<file path="src/rtl/on_off_scheduler.sv">
// Burst ON/OFF mute sequencer: drives the channel gate with programmable ON/OFF periods counted in symbol strobes.
// All outputs registered; mode changes one cycle after the strobe that ends a period.

module on_off_scheduler #(
   parameter int CNT_W   = 16,
   parameter int BURST_W = 8
) (
   input  logic               clk,
   input  logic               rst_n,
   input  logic               sym_en,
   input  logic               start,
   input  logic               stop,
   input  logic [CNT_W-1:0]   cfg_on_len,
   input  logic [CNT_W-1:0]   cfg_off_len,
   input  logic [BURST_W-1:0] cfg_bursts,
   output logic               mode,
   output logic               busy,
   output logic               burst_start,
   output logic               done
);

   typedef enum logic [1:0] {
      S_IDLE = 2'd0,
      S_ON   = 2'd1,
      S_OFF  = 2'd2
   } state_t;

   state_t             state_q, state_d;
   logic [CNT_W-1:0]   cnt_q, cnt_d;
   logic [CNT_W-1:0]   on_len_q, on_len_d;
   logic [CNT_W-1:0]   off_len_q, off_len_d;
   logic [BURST_W-1:0] bursts_q, bursts_d;
   logic [BURST_W-1:0] burst_cnt_q, burst_cnt_d;
   logic               stop_pend_q, stop_pend_d;
   logic               mode_q, mode_d;
   logic               busy_q, busy_d;
   logic               bs_q, bs_d;
   logic               done_q, done_d;

   logic [CNT_W-1:0]   on_last;
   logic [CNT_W-1:0]   off_last;
   logic [BURST_W-1:0] burst_cnt_inc;
   logic               last_burst;
   logic               on_end;
   logic               off_end;

   // An ON length of zero behaves as a single strobe.
   assign on_last       = (on_len_q == '0) ? '0 : on_len_q - CNT_W'(1);
   assign off_last      = off_len_q - CNT_W'(1);
   assign on_end        = sym_en && (cnt_q == on_last);
   assign off_end       = sym_en && (cnt_q == off_last);
   assign last_burst    = (bursts_q != '0) && (burst_cnt_q == bursts_q - BURST_W'(1));
   assign burst_cnt_inc = (&burst_cnt_q) ? burst_cnt_q : burst_cnt_q + BURST_W'(1);

   always_comb begin
      state_d     = state_q;
      cnt_d       = cnt_q;
      on_len_d    = on_len_q;
      off_len_d   = off_len_q;
      bursts_d    = bursts_q;
      burst_cnt_d = burst_cnt_q;
      stop_pend_d = stop_pend_q;
      bs_d        = 1'b0;
      done_d      = 1'b0;

      case (state_q)
         S_IDLE: begin
            stop_pend_d = 1'b0;
            if (start && !stop) begin
               on_len_d    = cfg_on_len;
               off_len_d   = cfg_off_len;
               bursts_d    = cfg_bursts;
               cnt_d       = '0;
               burst_cnt_d = '0;
               state_d     = S_ON;
               bs_d        = 1'b1;
            end
         end

         S_ON: begin
            if (stop) begin
               stop_pend_d = 1'b1;
            end
            if (on_end) begin
               burst_cnt_d = burst_cnt_inc;
               cnt_d       = '0;
               // A stop arriving on the final strobe still ends the sequence here.
               if (stop_pend_q || stop || last_burst) begin
                  state_d     = S_IDLE;
                  done_d      = 1'b1;
                  stop_pend_d = 1'b0;
               end else if (off_len_q == '0) begin
                  bs_d = 1'b1;
               end else begin
                  state_d = S_OFF;
               end
            end else if (sym_en) begin
               cnt_d = cnt_q + CNT_W'(1);
            end
         end

         S_OFF: begin
            if (stop) begin
               state_d     = S_IDLE;
               done_d      = 1'b1;
               cnt_d       = '0;
               stop_pend_d = 1'b0;
            end else if (off_end) begin
               state_d = S_ON;
               bs_d    = 1'b1;
               cnt_d   = '0;
            end else if (sym_en) begin
               cnt_d = cnt_q + CNT_W'(1);
            end
         end

         default: begin
            state_d     = S_IDLE;
            cnt_d       = '0;
            stop_pend_d = 1'b0;
         end
      endcase

      mode_d = (state_d != S_ON);
      busy_d = (state_d != S_IDLE);
   end

   always_ff @(posedge clk or negedge rst_n) begin
      if (!rst_n) begin
         state_q     <= S_IDLE;
         cnt_q       <= '0;
         on_len_q    <= '0;
         off_len_q   <= '0;
         bursts_q    <= '0;
         burst_cnt_q <= '0;
         stop_pend_q <= 1'b0;
         mode_q      <= 1'b1;
         busy_q      <= 1'b0;
         bs_q        <= 1'b0;
         done_q      <= 1'b0;
      end else begin
         state_q     <= state_d;
         cnt_q       <= cnt_d;
         on_len_q    <= on_len_d;
         off_len_q   <= off_len_d;
         bursts_q    <= bursts_d;
         burst_cnt_q <= burst_cnt_d;
         stop_pend_q <= stop_pend_d;
         mode_q      <= mode_d;
         busy_q      <= busy_d;
         bs_q        <= bs_d;
         done_q      <= done_d;
      end
   end

   assign mode        = mode_q;
   assign busy        = busy_q;
   assign burst_start = bs_q;
   assign done        = done_q;

endmodule

</file>
<file path="config.mk">
export PLATFORM = sky130hd
export DESIGN_NAME = on_off_scheduler
export DESIGN_NICKNAME = d
export VERILOG_FILES = /design/src/rtl/on_off_scheduler.sv
export SDC_FILE = /design/constraint.sdc
export NUM_CORES = 1
export LEC_CHECK = 0
export BUFFER_PORTS_ARGS = -buffer_cell sky130_fd_sc_hd__buf_4
export CORE_UTILIZATION = 25
export CTS_CLUSTER_DIAMETER = 30
export DETAILED_ROUTE_END_ITERATION = 8
export SYNTH_ARGS = -nofsm -noshare
export SYNTH_HDL_FRONTEND = slang
export SYNTH_SLANG_ARGS = --single-unit
</file>
<file path="constraint.sdc">
create_clock -name clk -period 3.2 [get_ports clk]
set_input_delay 0.16 -clock clk [delete_from_list [all_inputs] [get_ports clk]]
set_output_delay 0.16 -clock clk [all_outputs]
set_load 0.05 [all_outputs]
</file>
==> results.py, run 1 <==
metrics = {
    "clocking": {
        "cts.sinks": 71,
        "tritoncts": "done",
        "clkLatencyLatePin_ns": 0.35,
        "cts_buffers": 9,
        "clk_pin_slew_worst_paths_ns": 0.06,
        "clockBufferDepth": 2,
        "cts-root-buf": "clkbuf_16",
        "htree_levels": 3,
    },
    "yosys": {
        "syn_area_mm2": 0.00481,
        "synth-edff-count": 0,
        "ys_types": 65,
        "synth-seq-cells": 71,
        "syn_avg_cell_area_um2": 8.12,
        "synth_flop_cell": "dfrtp_1",
        "synth_nets": 646,
        "syn_inst": 592,
        "ys_warn_count": 0,
        "async_flop_share": 1.00,
        "synth-seq-area-share": 0.370,
    },
    "sta": {
        "drv_slew": 0,
        "finalHoldViolations": 70,
        "fmax_ghz": 0.297,
        "timing.final.ws_setup_ns": -0.167,
        "post-route-period-util": 1.05,
        "tightest_slew_ns": 0.944,
        "max_slew_margin": 0.370,
        "finalSetupViolCount": 27,
        "hold_slack_ns": -0.0338,
        "fin_skew_ns": 0.00806,
        "grt_setup_unrepaired": "yes",
        "fin_crit_ns": 3.37,
    },
    "routing": {
        "route.detailed.drc": 0,
        "dr.pass1.iters": 4,
        "route.vias.total": 4514,
        "wl_per_cell_um": 14.6,
        "detail_route.wirelength_um": 13700,
        "ant_nets": 0,
        "vias_per_cell": 4.80,
        "dr.first_iter.drc_count": 275,
    },
    "final_layout": {
        "n_fill_cell": 1952,
        "n_antenna_cell": 0,
        "nets": 755,
        "layout-drive-gt1-share": 0.241,
        "syn2layout_area_growth_pct": 35.5,
    },
    "place": {
        "dpl.hpwl_um": 9910,
        "dp_slack_ns": -0.199,
        "routabilityCongestion": 0.838,
        "port_buffers": 48,
    },
    "power_and_ir_drop": {
        "p_int_uw": 2590,
        "peakVddDrop_uv": 279,
        "power_uw": 4020,
        "switchingPower_uw": 1430,
        "pwr-share-clk": 0.297,
        "leakagePower_uw": 0.00292,
        "p_per_area_mw_per_mm2": 618,
        "swShare": 0.355,
        "power_frac_comb": 0.391,
        "power_frac_seq": 0.312,
    },
    "critical_path": {
        "crit_path_cell_trace": "or4_4, or4_4, o31a_1, a211o_1, a2111oi_4, nand4_1, buf_6, o21ai_4, buf_2, a21oi_1, a31o_2",
        "rrSetupSlack_ns": -0.17,
        "critPathKind": "reg -> reg",
        "cp_common_cell": "or4_4",
        "cpPeakStageDelay_ns": 0.54,
        "endpoint_kind": "register",
        "critPathSlowestCell": "or4_4",
        "worstPathMaxFanout": 4,
        "r2r_start": "on_len_q[1]",
        "worstPathRequired_ns": 3.44,
        "rr_endpoint": "burst_cnt_q[7]",
        "cpLargestDelayFamily": "compound AO/OA/AOI/OAI gates",
        "reg2reg_depth": 11,
        "critPathArrivalTime_ns": 3.61,
        "crit_path_start_kind": "register",
        "cp.buffers_inverters": 2,
    },
    "floorplanning": {
        "die_w_um": 141,
        "initial_core_util": 0.256,
        "fp.coreArea_mm2": 0.0188,
        "fp.dieArea_mm2": 0.0198,
        "rows": 50,
        "die_h_um": 141,
        "pin_count": 49,
    },
    "worst_hold_path": {
        "hold_path.class": "in -> async",
    },
    "status": {
        "violations": "hold timing, setup timing",
        "status": "complete, but fails checks",
    },
    "global_routing": {
        "grt_max_degree": 72,
        "top_usage_layer": "met2",
        "grt_pass1_vias": 4518,
        "overflow": 0,
        "met2_usage": 0.227,
        "grtUsageMet3": 0.0394,
        "grt.total_usage": 0.147,
        "antenna_found_initial": 0,
        "grt_pass1_wl_um": 22700,
        "grt_use_met1": 0.198,
    },
    "run": {
        "drv_cap": 0,
    },
}
## state kept, by name, summed over array words and instances (netlist names)
| register | cells |
|---|---|
| off_len_q | 16 |
| bursts_q | 8 |
| stop_pend_q | 1 |
| state_q | 2 |
| burst_cnt_q | 8 |
| cnt_q | 16 |
| burst_start | 1 |
| done | 1 |
| busy | 1 |
| on_len_q | 16 |
| mode | 1 |
## timing repair
action,4_1_cts,5_1_grt
resized for setup,11,23
pin swaps,4,8
setup buffers,0,2
cloned,0,1
endpoints found under the hold margin,18,0
setup endpoints to repair,28,31
hold buffers,18,0
## layout make-up
| type | count | area [µm²] | area share |
|---|---|---|---|
| clock buffers | 10 | 239 | 0.0367 |
| inverters | 19 | 71.3 | 0.0110 |
| multi-input cells | 469 | 2980 | 0.457 |
| repair buffers | 131 | 1050 | 0.161 |
| well taps | 234 | 293 | 0.0450 |
| clock inverters | 6 | 108 | 0.0165 |
| flip-flops and latches | 71 | 1780 | 0.273 |
## worst max path at each step
stage                      startpoint              to  slack, ns  depth (start not counted)
after floorplan           on_len_q[2]       cnt_q[10]      -0.10                         10
final                     on_len_q[1]  burst_cnt_q[7]      -0.17                         11
after CTS                 on_len_q[1]        cnt_q[2]      -0.15                         10
after global placement    on_len_q[1]        cnt_q[5]      -0.11                         10
after global routing      on_len_q[1]  burst_cnt_q[7]      -0.26                         11
after detailed placement  on_len_q[1]            mode      -0.20                         13
## logic make-up after synthesis
logic type | count (synthesis) | share of synthesized area
and+or+nand+nor | 297 | 0.301
AOI/OAI and AO/OA | 102 | 0.149
DFF | 71 | 0.370
xor gates and xnor gates | 55 | 0.100
buffers and inverters | 52 | 0.0440
adders and majority gates | 9 | 0.0234
muxes | 6 | 0.0128
## per-stage QoR
stage	utilization	std cells	area, µm²	TNS (ns)
final	0.347	940	6510	-3.81
after global routing	0.347	940	6510	-6.45
after CTS	0.341	937	6390	-3.07
after detailed placement	0.309	903	5800	-3.20
after global placement	0.309	903	5800	-2.45
after floorplan	-	592	4820	-1.52
## routing by layer
metal	vias to the layer above	wire length [µm]
li1	2290	-
met1	2110	6690
met2	94	6080
met3	20	698
met4	0	235
met5	-	0
## power groups by stage
stage / Sequential [µW] / Clock (µW) / Combinational [µW]
after floorplan: 1240 / 0 / 921
after global placement: 1260 / 0 / 1440
final: 1250 / 1190 / 1570
after detailed placement: 1260 / 0 / 1460
after CTS: 1250 / 1230 / 1520
after global routing: 1280 / 1270 / 1760
## cells in the final DEF, fill, tap and decap left out, types with 16 or more instances in the layout
cell type / synthesis / final
o21ai_0: 26 / 25
xor2_1: 20 / 20
inv_1: 19 / 19
nor3_1: 20 / 18
buf_4: 0 / 106
nor2_1: 52 / 51
nand3_1: 16 / 16
dfrtp_1: 70 / 70
a21oi_1: 18 / 16
nand2_1: 123 / 123
xnor2_1: 35 / 34
dlygate4sd3_1: 0 / 18
## synth_stat cells (3+ instances only)
cell,instances,share of area
nor4_1,10,0.013
a31oi_1,5,0.0065
ha_1,9,0.023
a211o_1,3,0.0055
mux2i_1,5,0.010
nand4_1,10,0.013
o31a_1,5,0.0091
dfrtp_1,70,0.36
o21ai_0,26,0.027
nor2_1,52,0.041
nand3b_1,4,0.0062
a21o_1,3,0.0047
nand3_1,16,0.017
nand2_1,123,0.096
or2_2,3,0.0039
and3_1,6,0.0078
or3_1,7,0.0091
xnor2_1,35,0.064
inv_1,19,0.015
a31o_2,5,0.0091
xor2_1,20,0.036
nand2b_1,6,0.0078
nor2b_1,10,0.013
a211oi_1,4,0.0062
nor3b_1,3,0.0047
clkbuf_1,29,0.023
nor3_1,20,0.021
o31ai_1,4,0.0062
a21oi_1,18,0.019
and2_1,5,0.0065
or3b_2,3,0.0055
or4_1,5,0.0078
or4_4,3,0.0070
Note: power is estimated with default switching activity, not from simulation.
==> run 2: changes to the inputs <==
--- a/config.mk
+++ b/config.mk
@@ -5,6 +5,7 @@
 export SDC_FILE = /design/constraint.sdc
 export NUM_CORES = 1
 export LEC_CHECK = 0
+export ABC_AREA = 1
 export BUFFER_PORTS_ARGS = -buffer_cell sky130_fd_sc_hd__buf_4
 export CORE_UTILIZATION = 25
 export CTS_CLUSTER_DIAMETER = 30
==> run 2 against run 1 <==
  * The flow now finishes without violations
  * Final area is 13% lower
  * Sequential share of layout area is 4.1 points higher
  * Combinational power is 15% higher
  * Clock power is 25% lower
  * Setup slack better by 0.66 ns
  * Synthesized area is 0.10% lower
  * Sequential power is 22% higher
  * Critical path depth is 6 higher
  * Sequential cell count stayed put
  * Global-route usage is 2.4 points lower
  * Wire length is 19% lower
  * Count of clock-buffer cells in the layout is 1 higher
==> results.py, run 2 <==
metrics = {
    "global_routing": {
        "overflow": 0,
        "grt_pass1_wl_um": 19400,
        "grt.total_usage": 0.123,
        "antenna_found_initial": 0,
        "grt_pass1_vias": 4227,
        "grt_max_degree": 72,
    },
    "clocking": {
        "cts_buffers": 9,
        "cts_setup_buffers": 0,
        "htree_levels": 3,
        "tritoncts": "done",
        "clockBufferDepth": 2,
        "cts_resized": 0,
        "clkLatencyLatePin_ns": 0.34,
        "clk_pin_slew_worst_paths_ns": 0.06,
        "cts.sinks": 71,
        "cts-root-buf": "clkbuf_16",
    },
    "yosys": {
        "syn_area_mm2": 0.00480,
        "post-synth-top-area-cell": "dfrtp_1",
        "syn_inst": 646,
        "ys_types": 36,
        "syn_avg_cell_area_um2": 7.43,
        "synth-edff-count": 0,
        "synth_flop_cell": "dfrtp_1",
        "async_flop_share": 1.00,
        "ys_top_cells_by_area": "dfrtp_1 (36%), nand2_1 (11%), xor2_1 (8.0%)",
        "synth_most_common_cell": "nand2_1",
        "synthTopCellsByCount": "nand2_1 (135), nor2_1 (97), dfrtp_1 (70), inv_1 (70), nand3_1 (56)",
        "synth_nets": 700,
        "synth-seq-area-share": 0.370,
        "synth_top_area_share": 0.365,
        "ys_warn_count": 0,
        "synth-seq-cells": 71,
    },
    "sta": {
        "max_slew_margin": 0.375,
        "fin_crit_ns": 2.71,
        "finalSetupTns_ns": 0,
        "finalSetupViolCount": 0,
        "fin_skew_ns": 0.00508,
        "drv_slew": 0,
        "finalHoldViolations": 0,
        "tightest_slew_ns": 0.938,
        "fmax_ghz": 0.369,
        "grt_setup_unrepaired": "no",
        "post-route-period-util": 0.847,
    },
    "critical_path": {
        "worstPathMaxFanout": 14,
        "cp_common_cell": "nand2_1",
        "cpLargestDelayFamily": "simple AND/OR/NAND/NOR gates",
        "reg2reg_depth": 17,
        "cp_num_cells": 17,
        "crit_path_start_kind": "register",
        "endpoint_kind": "register",
        "worstPathRequired_ns": 3.41,
        "cpPeakStageDelay_ns": 0.47,
        "cp.buffers_inverters": 1,
        "crit_path_cell_trace": "inv_1, ha_1, nand2_1, nor2_1, nand3_1, nand2_1, nand2_1, nand2_1, nand2_1, nor2_1, nand3_1, nor2_2, nand2_2, nand2_4, nand2_4, a21oi_4, nor2_1",
        "critPathSlowestCell": "a21oi_4",
        "critPathKind": "reg -> reg",
        "critPathArrivalTime_ns": 2.92,
    },
    "worst_hold_path": {
        "hold_path.class": "in -> reg",
        "hold_depth": 2,
    },
    "routing": {
        "wl_per_cell_um": 12.0,
        "route.vias.total": 4134,
        "met1Wirelength_um": 5110,
        "dr_wl_met3_um": 512,
        "detail_route.wirelength_um": 11200,
        "dr.first_iter.drc_count": 162,
        "ant_nets": 0,
        "route.detailed.drc": 0,
        "vias_per_cell": 4.45,
        "highest_layer": "met4",
        "dr.pass1.iters": 4,
        "route.met2.wl_um": 5380,
    },
    "floorplanning": {
        "die_h_um": 141,
        "pin_count": 49,
        "fp.coreArea_mm2": 0.0188,
        "fp.dieArea_mm2": 0.0198,
        "rows": 50,
        "initial_core_util": 0.256,
        "die_w_um": 141,
    },
    "place": {
        "routabilityCongestion": 0.863,
        "port_buffers": 48,
        "dpl.hpwl_um": 8650,
        "placed_cells": 913,
    },
    "power_and_ir_drop": {
        "peakVddDrop_uv": 324,
        "p_per_area_mw_per_mm2": 746,
        "power_uw": 4220,
        "leakagePower_uw": 0.00262,
    },
    "final_layout": {
        "finish.utilization": 0.301,
        "nets": 745,
        "final_cell_mix": "nand2_1 (135), nor2_1 (97), inv_1 (70), dfrtp_1 (70), nand3_1 (55)",
        "final_common_cell": "nand2_1",
        "layout-drive-gt1-share": 0.157,
        "final_cells": 930,
        "syn2layout_area_growth_pct": 17.7,
        "biggestRegsByFlops": "cnt_q: 16 flops, off_len_q: 16 flops, on_len_q: 16 flops",
        "n_fill_cell": 2056,
        "n_antenna_cell": 0,
    },
    "run": {
        "drv_cap": 0,
    },
    "status": {
        "status": "complete, no violations",
    },
}
-- run 2: cell count changes in the layout (fill, tap and decap cells not counted), moves of 13 or more --
cell,before,now
buf_4,106,50
inv_1,19,70
nor2_1,51,97
nand3_1,16,55
xor2_1,20,44
xnor2_1,34,15
dlygate4sd3_1,18,1
a21oi_1,16,30
mux2_2,0,13
nor2_2,1,14
-- run 2: routing by layer --
metal / vias to the layer above / global-route usage
li1: 2159 / -
met1: 1911 / 0.149
met2: 51 / 0.213
met3: 13 / 0.0360
met4: 0 / 0.0343
met5: - / 0
-- run 2: report_power, final --
group	leakage [µW]	internal (µW)	total (µW)	switching, µW
combinational	0.00162	711	1800	1090
sequential	0.000868	1210	1520	313
clock	0.000133	517	892	375
-- run 2: logic make-up after synthesis --
group           after synthesis  share of synthesized area
simple gates                347                      0.321
buf+inv                      88                     0.0740
flops                        71                      0.370
xor+xnor                     60                      0.112
compound gates               58                     0.0688
mux                          13                     0.0305
fa+ha+maj                     9                     0.0235
-- run 2: stage by stage --
stage | hold slack (ns) | setup WS (ns) | instance area [µm²]
global placement | 0.365 | 0.521 | 5390
global route | 0.0422 | 0.106 | 5650
floorplan | -0.136 | 0.923 | 4800
CTS | 0.0438 | 0.447 | 5650
finish | 0.0489 | 0.489 | 5650
detailed placement | 0.362 | 0.455 | 5390
-- run 2: final cells by class --
| class | instances | area, µm² | area share |
|---|---|---|---|
| multi-input combinational | 487 | 2670 | 0.473 |
| sequential | 71 | 1780 | 0.314 |
| timing repair buffer | 51 | 385 | 0.0682 |
| tap | 234 | 293 | 0.0518 |
| inverter | 71 | 267 | 0.0471 |
| clock buffer | 11 | 233 | 0.0412 |
| clock inverter | 5 | 25.0 | 0.00443 |
-- run 2: what timing repair did --
action	CTS	global route
hold buffers	1	0
hold endpoints to repair	1	0
endpoints found under the setup margin	0	0
-- run 2: worst paths after layout --
kind / startpoint / slack (ns) / to
worst max-delay path: on_len_q[0] / 0.49 / cnt_q[14]
worst min-delay path: cfg_on_len[6] / 0.05 / on_len_q[6]
max in group asynchronous: rst_n / 2.08 / off_len_q[6]
min in group asynchronous: rst_n / 0.50 / bursts_q[3]
worst min register to register: bursts_q[1] / 0.53 / bursts_q[1]
worst max register to register: on_len_q[0] / 0.49 / cnt_q[14]
